`src/rtl/uart_rx_ctrl.sv`:
```
// uart_rx_ctrl: configuration owner and frame buffer for the 16x-oversampled
// UART receive processor. Host config writes are staged and applied only once
// the line has been idle for QUIET_CYCLES samples. Completed frames are
// captured on the rising edge of frame_valid into a first-word-fall-through FIFO.
module uart_rx_ctrl #(
    parameter int DEPTH        = 8,
    parameter int QUIET_CYCLES = 208
) (
    input  logic                     clk_16bd,
    input  logic                     rst,
    input  logic                     Rx,
    input  logic                     cfg_wr,
    input  logic                     cfg_parity,
    input  logic                     cfg_parity_type,
    input  logic                     cfg_stop_bits,
    input  logic [3:0]               cfg_frame_length,
    output logic                     cfg_busy,
    output logic                     cfg_done,
    output logic                     cfg_err,
    output logic                     parity,
    output logic                     parity_type,
    output logic                     stop_bits,
    output logic [3:0]               frame_length,
    input  logic [8:0]               frame,
    input  logic                     frame_valid,
    input  logic                     rd_en,
    output logic [8:0]               dout,
    output logic                     empty,
    output logic                     full,
    output logic [$clog2(DEPTH):0]   count,
    output logic                     overflow,
    input  logic                     ovf_clr
);

    localparam int AW = $clog2(DEPTH);
    localparam int CW = AW + 1;
    localparam int QW = $clog2(QUIET_CYCLES + 1);

    typedef enum logic [1:0] {
        ST_IDLE       = 2'd0,
        ST_WAIT_QUIET = 2'd1,
        ST_APPLY      = 2'd2
    } state_t;

    // Data-bit counts the processor can actually frame.
    function automatic logic len_legal(input logic [3:0] len);
        return (len >= 4'd5) && (len <= 4'd9);
    endfunction

    state_t          state_q, state_d;
    logic [QW-1:0]   quiet_q, quiet_d;
    logic            stg_par_q, stg_par_d;
    logic            stg_ptype_q, stg_ptype_d;
    logic            stg_stop_q, stg_stop_d;
    logic [3:0]      stg_len_q, stg_len_d;
    logic            par_q, par_d;
    logic            ptype_q, ptype_d;
    logic            stop_q, stop_d;
    logic [3:0]      len_q, len_d;
    logic            done_q, done_d;
    logic            err_q, err_d;
    logic            wr_ok, wr_bad;

    logic            fv_q, fv_d;
    logic [AW-1:0]   rd_ptr_q, rd_ptr_d;
    logic [AW-1:0]   wr_ptr_q, wr_ptr_d;
    logic [CW-1:0]   count_q, count_d;
    logic            ovf_q, ovf_d;
    logic            push, do_push, do_pop;
    logic [8:0]      mem_q [DEPTH];

    // Config FSM: stage legal writes, wait for a quiet line, then apply atomically.
    always_comb begin
        state_d     = state_q;
        quiet_d     = quiet_q;
        stg_par_d   = stg_par_q;
        stg_ptype_d = stg_ptype_q;
        stg_stop_d  = stg_stop_q;
        stg_len_d   = stg_len_q;
        par_d       = par_q;
        ptype_d     = ptype_q;
        stop_d      = stop_q;
        len_d       = len_q;
        done_d      = 1'b0;
        wr_ok       = cfg_wr & len_legal(cfg_frame_length);
        wr_bad      = cfg_wr & ~len_legal(cfg_frame_length);
        err_d       = wr_bad;
        if (wr_ok) begin
            stg_par_d   = cfg_parity;
            stg_ptype_d = cfg_parity_type;
            stg_stop_d  = cfg_stop_bits;
            stg_len_d   = cfg_frame_length;
        end
        case (state_q)
            ST_IDLE: begin
                quiet_d = '0;
                if (wr_ok) state_d = ST_WAIT_QUIET;
            end
            ST_WAIT_QUIET: begin
                if (!Rx)
                    quiet_d = '0;
                else if (quiet_q != QW'(QUIET_CYCLES))
                    quiet_d = quiet_q + QW'(1);
                // Config registers load on entry to APPLY so the done pulse
                // and the new values appear together. A write arriving on this
                // same cycle is the latest one, so it is the one applied.
                if (quiet_d == QW'(QUIET_CYCLES)) begin
                    state_d = ST_APPLY;
                    par_d   = stg_par_d;
                    ptype_d = stg_ptype_d;
                    stop_d  = stg_stop_d;
                    len_d   = stg_len_d;
                    done_d  = 1'b1;
                end
            end
            ST_APPLY: begin
                quiet_d = '0;
                // A legal write landing on the apply cycle starts a fresh wait
                // rather than being lost.
                state_d = wr_ok ? ST_WAIT_QUIET : ST_IDLE;
            end
            default: begin
                state_d = ST_IDLE;
                quiet_d = '0;
            end
        endcase
    end

    // Config state, staging and output registers.
    always_ff @(posedge clk_16bd or posedge rst) begin
        if (rst) begin
            state_q     <= ST_IDLE;
            quiet_q     <= '0;
            stg_par_q   <= 1'b0;
            stg_ptype_q <= 1'b0;
            stg_stop_q  <= 1'b0;
            stg_len_q   <= 4'd8;
            par_q       <= 1'b0;
            ptype_q     <= 1'b0;
            stop_q      <= 1'b0;
            len_q       <= 4'd8;
            done_q      <= 1'b0;
            err_q       <= 1'b0;
        end else begin
            state_q     <= state_d;
            quiet_q     <= quiet_d;
            stg_par_q   <= stg_par_d;
            stg_ptype_q <= stg_ptype_d;
            stg_stop_q  <= stg_stop_d;
            stg_len_q   <= stg_len_d;
            par_q       <= par_d;
            ptype_q     <= ptype_d;
            stop_q      <= stop_d;
            len_q       <= len_d;
            done_q      <= done_d;
            err_q       <= err_d;
        end
    end

    // FIFO control: edge-detect frame_valid, resolve push/pop/overflow.
    always_comb begin
        fv_d     = frame_valid;
        push     = frame_valid & ~fv_q;
        do_pop   = rd_en & (count_q != '0);
        // A pop on a full FIFO frees the slot the push needs.
        do_push  = push & ((count_q != CW'(DEPTH)) | do_pop);
        rd_ptr_d = do_pop  ? rd_ptr_q + AW'(1) : rd_ptr_q;
        wr_ptr_d = do_push ? wr_ptr_q + AW'(1) : wr_ptr_q;
        count_d  = count_q;
        if (do_push && !do_pop)
            count_d = count_q + CW'(1);
        else if (do_pop && !do_push)
            count_d = count_q - CW'(1);
        ovf_d = ovf_q;
        if (push && !do_push)
            ovf_d = 1'b1;
        else if (ovf_clr)
            ovf_d = 1'b0;
    end

    // FIFO control registers.
    always_ff @(posedge clk_16bd or posedge rst) begin
        if (rst) begin
            fv_q     <= 1'b0;
            rd_ptr_q <= '0;
            wr_ptr_q <= '0;
            count_q  <= '0;
            ovf_q    <= 1'b0;
        end else begin
            fv_q     <= fv_d;
            rd_ptr_q <= rd_ptr_d;
            wr_ptr_q <= wr_ptr_d;
            count_q  <= count_d;
            ovf_q    <= ovf_d;
        end
    end

    // FIFO storage; contents are only meaningful behind the count, so no reset.
    always_ff @(posedge clk_16bd) begin
        if (do_push) mem_q[wr_ptr_q] <= frame;
    end

    assign cfg_busy     = (state_q == ST_WAIT_QUIET);
    assign cfg_done     = done_q;
    assign cfg_err      = err_q;
    assign parity       = par_q;
    assign parity_type  = ptype_q;
    assign stop_bits    = stop_q;
    assign frame_length = len_q;
    assign empty        = (count_q == '0);
    assign full         = (count_q == CW'(DEPTH));
    assign count        = count_q;
    assign overflow     = ovf_q;
    assign dout         = empty ? 9'd0 : mem_q[rd_ptr_q];

endmodule
```
`config.mk`:
```
export PLATFORM = sky130hd
export DESIGN_NAME = uart_rx_ctrl
export DESIGN_NICKNAME = d
export VERILOG_FILES = /design/src/rtl/uart_rx_ctrl.sv
export SDC_FILE = /design/constraint.sdc
export NUM_CORES = 1
export LEC_CHECK = 0
export BUFFER_PORTS_ARGS = -buffer_cell sky130_fd_sc_hd__buf_2
export CAP_MARGIN = 20
export CORE_ASPECT_RATIO = 1.4
export CORE_MARGIN = 4
export CORE_UTILIZATION = 30
export CTS_BUF_LIST = sky130_fd_sc_hd__clkbuf_4
export DETAILED_ROUTE_END_ITERATION = 10
export HOLD_SLACK_MARGIN = 0.1
export PLACE_DENSITY_LB_ADDON = 0.1
export SETUP_SLACK_MARGIN = 0.05
export SLEW_MARGIN = 5
export SYNTH_ARGS = -nofsm -noshare
export SYNTH_HDL_FRONTEND = slang
export SYNTH_SLANG_ARGS = --single-unit
```
`constraint.sdc`:
```
create_clock -name clk_16bd -period 5.4 [get_ports clk_16bd]
set_input_delay 0.81 -clock clk_16bd [delete_from_list [all_inputs] [get_ports clk_16bd]]
set_output_delay 0.81 -clock clk_16bd [all_outputs]
set_load 0.05 [all_outputs]
```
==> summary.txt <==
Clocking
  – TritonCTS clock tree: yes
  – Post-CTS Hold Buffers: 0
  – H-tree depth: 3
  – Clk_lat worst skew: 450 ps
  – Postcts setup bufs: 0
  – Clock slew at reported path FFs: 170 ps
  – Cts bufs inserted: 9
  – Bufs on Longest Clock Path: 2
  – CTS Sinks: 110
  – Post-cts sizing count: 0
  – CTS Root Cell: clkbuf_4

Detailed routing
  – Final WL: 9318 um
  – Final antenna-violating net count: 0
  – DR pass1 iterations: 4
  – DRC Markers: 0
  – Drt wl/cell: 17.35 um
  – DR iter-0 viols: 67
  – Vias/cell: 4.624
  – Vias post-DR: 2483

Place
  – Placed Cells: 520
  – # port buffers: 48
  – Worst slack at placement: 2620 ps
  – Routability Congestion: 0.7238
  – Detailed placer's ending HPWL: 6316 um

Setup path
  – FF-to-FF End: parity
  – Crit path DAT: 2360 ps
  – CP Buf/Inv Count: 1
  – Cell family with most CP delay: flip-flops
  – Worst Path Required: 4590 ps
  – Reg2reg setup slack: 2710 ps
  – Crit-path max FO: 20
  – Worst setup SP type: flop
  – Max stage delay on crit path: 1000 ps
  – R2R depth: 7
  – Reg-to-Reg Start: quiet_q[0]
  – Worst path slowest cell: dfrtp_1
  – CP Cell Sequence: mux4_2 > mux2i_1 > nor2_1 > buf_2
  – Worst Setup End Kind: output port
  – Critical path class: flop to output port
  – Stages on the worst setup path: 4

Logic synthesis
  – Dominant cell type by area after synthesis: edfxtp_1
  – Synth Register Bits: 110
  – Synth top area cells: edfxtp_1, dfrtp_1, mux4_2
  – YS warnings: 0
  – Distinct cell type count after synthesis: 43
  – Post-synth ARST share: 0.3455
  – Post-synth EDFFs: 72
  – Seq/Total Area, Yosys: 0.6783
  – Main synth FF type: edfxtp_1
  – Yosys top cell area share: 0.4707
  – Cell count after synthesis: 281
  – Synthesized cell area: 4593 um2
  – Synthesized Nets: 312
  – Post-Syn Area per Cell: 16.35 um2

Die
  – Die span in y: 154.4 um
  – Row cnt: 53
  – Die area: 17380 um2
  – CORE AREA: 15050 um2
  – Initial core utilization: 0.3051
  – # IOs: 49
  – Die width: 112.6 um

GRT
  – Total GRT Usage: 0.1123
  – Largest net degree at the start of global routing: 39
  – Total gr overflow: 0
  – Initial antenna violation count: 1
  – Vias in the first global route: 2650
  – First-pass GRT wire length: 14880 um

STA
  – # setup viols final: 0
  – Final Critical Period: 3173 ps
  – Hold Vio Cnt, Final: 0
  – Final Cycle Share: 0.5875
  – Final WS setup: 2227 ps
  – Measured slew at the worst slew-check pin: 976.6 ps
  – Slew Viols, Final: 0
  – Final setup TNS: 0 ps
  – Fmax: 315.2 MHz
  – RSZ-0062 raised after global routing: no
  – Clk_skew: 12.60 ps
  – Slew HR: 0.3466

Min path
  – Hold Path Class: primary input to async pin

Final layout
  – # nets final: 370
  – Layout cells sized above 1: 0.3256
  – Most frequent cells in the layout: edfxtp_1, buf_2, dfrtp_1
  – Synth-to-layout area growth: 14.55%
  – Post-Layout Cell Count: 537
  – Commonest non-fill, non-tap cell in the layout: edfxtp_1

Power and ir drop
  – Cell Int Power: 0.001516 W
  – VDD IR-drop max: 0.2215 mV
  – Clock Power Share: 0.193
  – Switching Share: 0.3808
  – Psw: 0.0009322 W
  – Sequential power share: 0.453
  – Total Power: 0.002448 W
  – P_leak: 2.024 nW
  – Pwr Density: 465.3 nW/um2
  – Part of the power in combinational logic: 0.354

Job
  – # Max-Cap Violations: 0

Outcome
  – Run status: completed
-- power groups by stage --
stage	clock network [W]	logic, W	registers, W
after floorplan	0	0.000676	0.00111
after global placement	0	0.000887	0.00113
after detailed placement	0	0.000889	0.00113
after CTS	0.000495	0.000889	0.00111
after global routing	0.000530	0.000939	0.00113
final	0.000473	0.000867	0.00111
-- cell families (layout without fill, tap and decap cells) --
kind of cell,after synthesis,in the layout,synth area share
AOI/OAI and AO/OA,16,16,0.02615
xor gates and xnor gates,11,11,0.02097
adders and majority gates,8,8,0.02343
buffers and inverters,22,85,0.02206
DFF,110,110,0.6783
muxes,43,43,0.1468
other,0,1,0
and+or+nand+nor,71,71,0.08227
-- synthesized netlist by cell type (5+ instances only) --
cell	count
xnor2_1	7
mux4_2	18
nand2_1	13
nor2_1	23
mux2i_1	10
edfxtp_1	72
mux2_2	15
ha_1	7
dfrtp_1	36
nor3_1	6
nand2b_1	6
clkbuf_1	5
nand3_1	6
inv_1	12
-- tightest hold or removal path, stage by stage --
cell	delay, ps
buf_2	100
inv_1	40
buf_4	430
-- flip-flops by register name (all words and copies together) (netlist names) --
signal,count
cfg_done,1
cfg_err,1
count,4
frame_length,4
fv_q,1
mem_q,72
overflow,1
parity,1
parity_type,1
quiet_q,8
rd_ptr_q,3
state_q,2
stg_len_q,4
stg_par_q,1
stg_ptype_q,1
stg_stop_q,1
stop_bits,1
wr_ptr_q,3
-- metal layers --
layer,part of all wire,vias up,global-route usage,wire (um)
met2,0.54,43,0.2006,5048
met3,0.036,8,0.02857,332
li1,-,1179,-,-
met1,0.41,1253,0.1294,3808
met4,0.014,0,0.03952,129
met5,0,-,0,0
-- worst max-delay path by stage --
stage / slack [ps] / from / end
after floorplan: 2480 / count[0] / dout[0]
after global placement: 2660 / rd_en / count[3]
after detailed placement: 2620 / rd_en / count[3]
after CTS: 2160 / rd_ptr_q[1] / dout[3]
after global routing: 2040 / rd_ptr_q[1] / dout[3]
final: 2230 / rd_ptr_q[1] / dout[3]
-- per-stage QoR --
step             util  instance area (um2)  hold slack [ps]
4_1_cts        0.3493                 5259            427.3
2_1_floorplan       -                 4593            435.5
5_1_grt        0.3495                 5261            434.3
3_5_place_dp   0.3382                 5091            457.2
6_report       0.3495                 5261            452.4
3_3_place_gp   0.3382                 5091            455.9
-- area by class of cell --
cell class                      count  area [um2]
Tap cell                          192       240.2
Inverter                           12       45.04
Multi-Input combinational cell    149        1383
Clock inverter                      6       92.59
Sequential cell                   110        3115
Clock buffer                       10       75.07
Antenna cell                        1       2.502
Timing Repair Buffer               57       307.8
Fill cell                        1465        9792
Note: power is estimated with default switching activity, not from simulation.
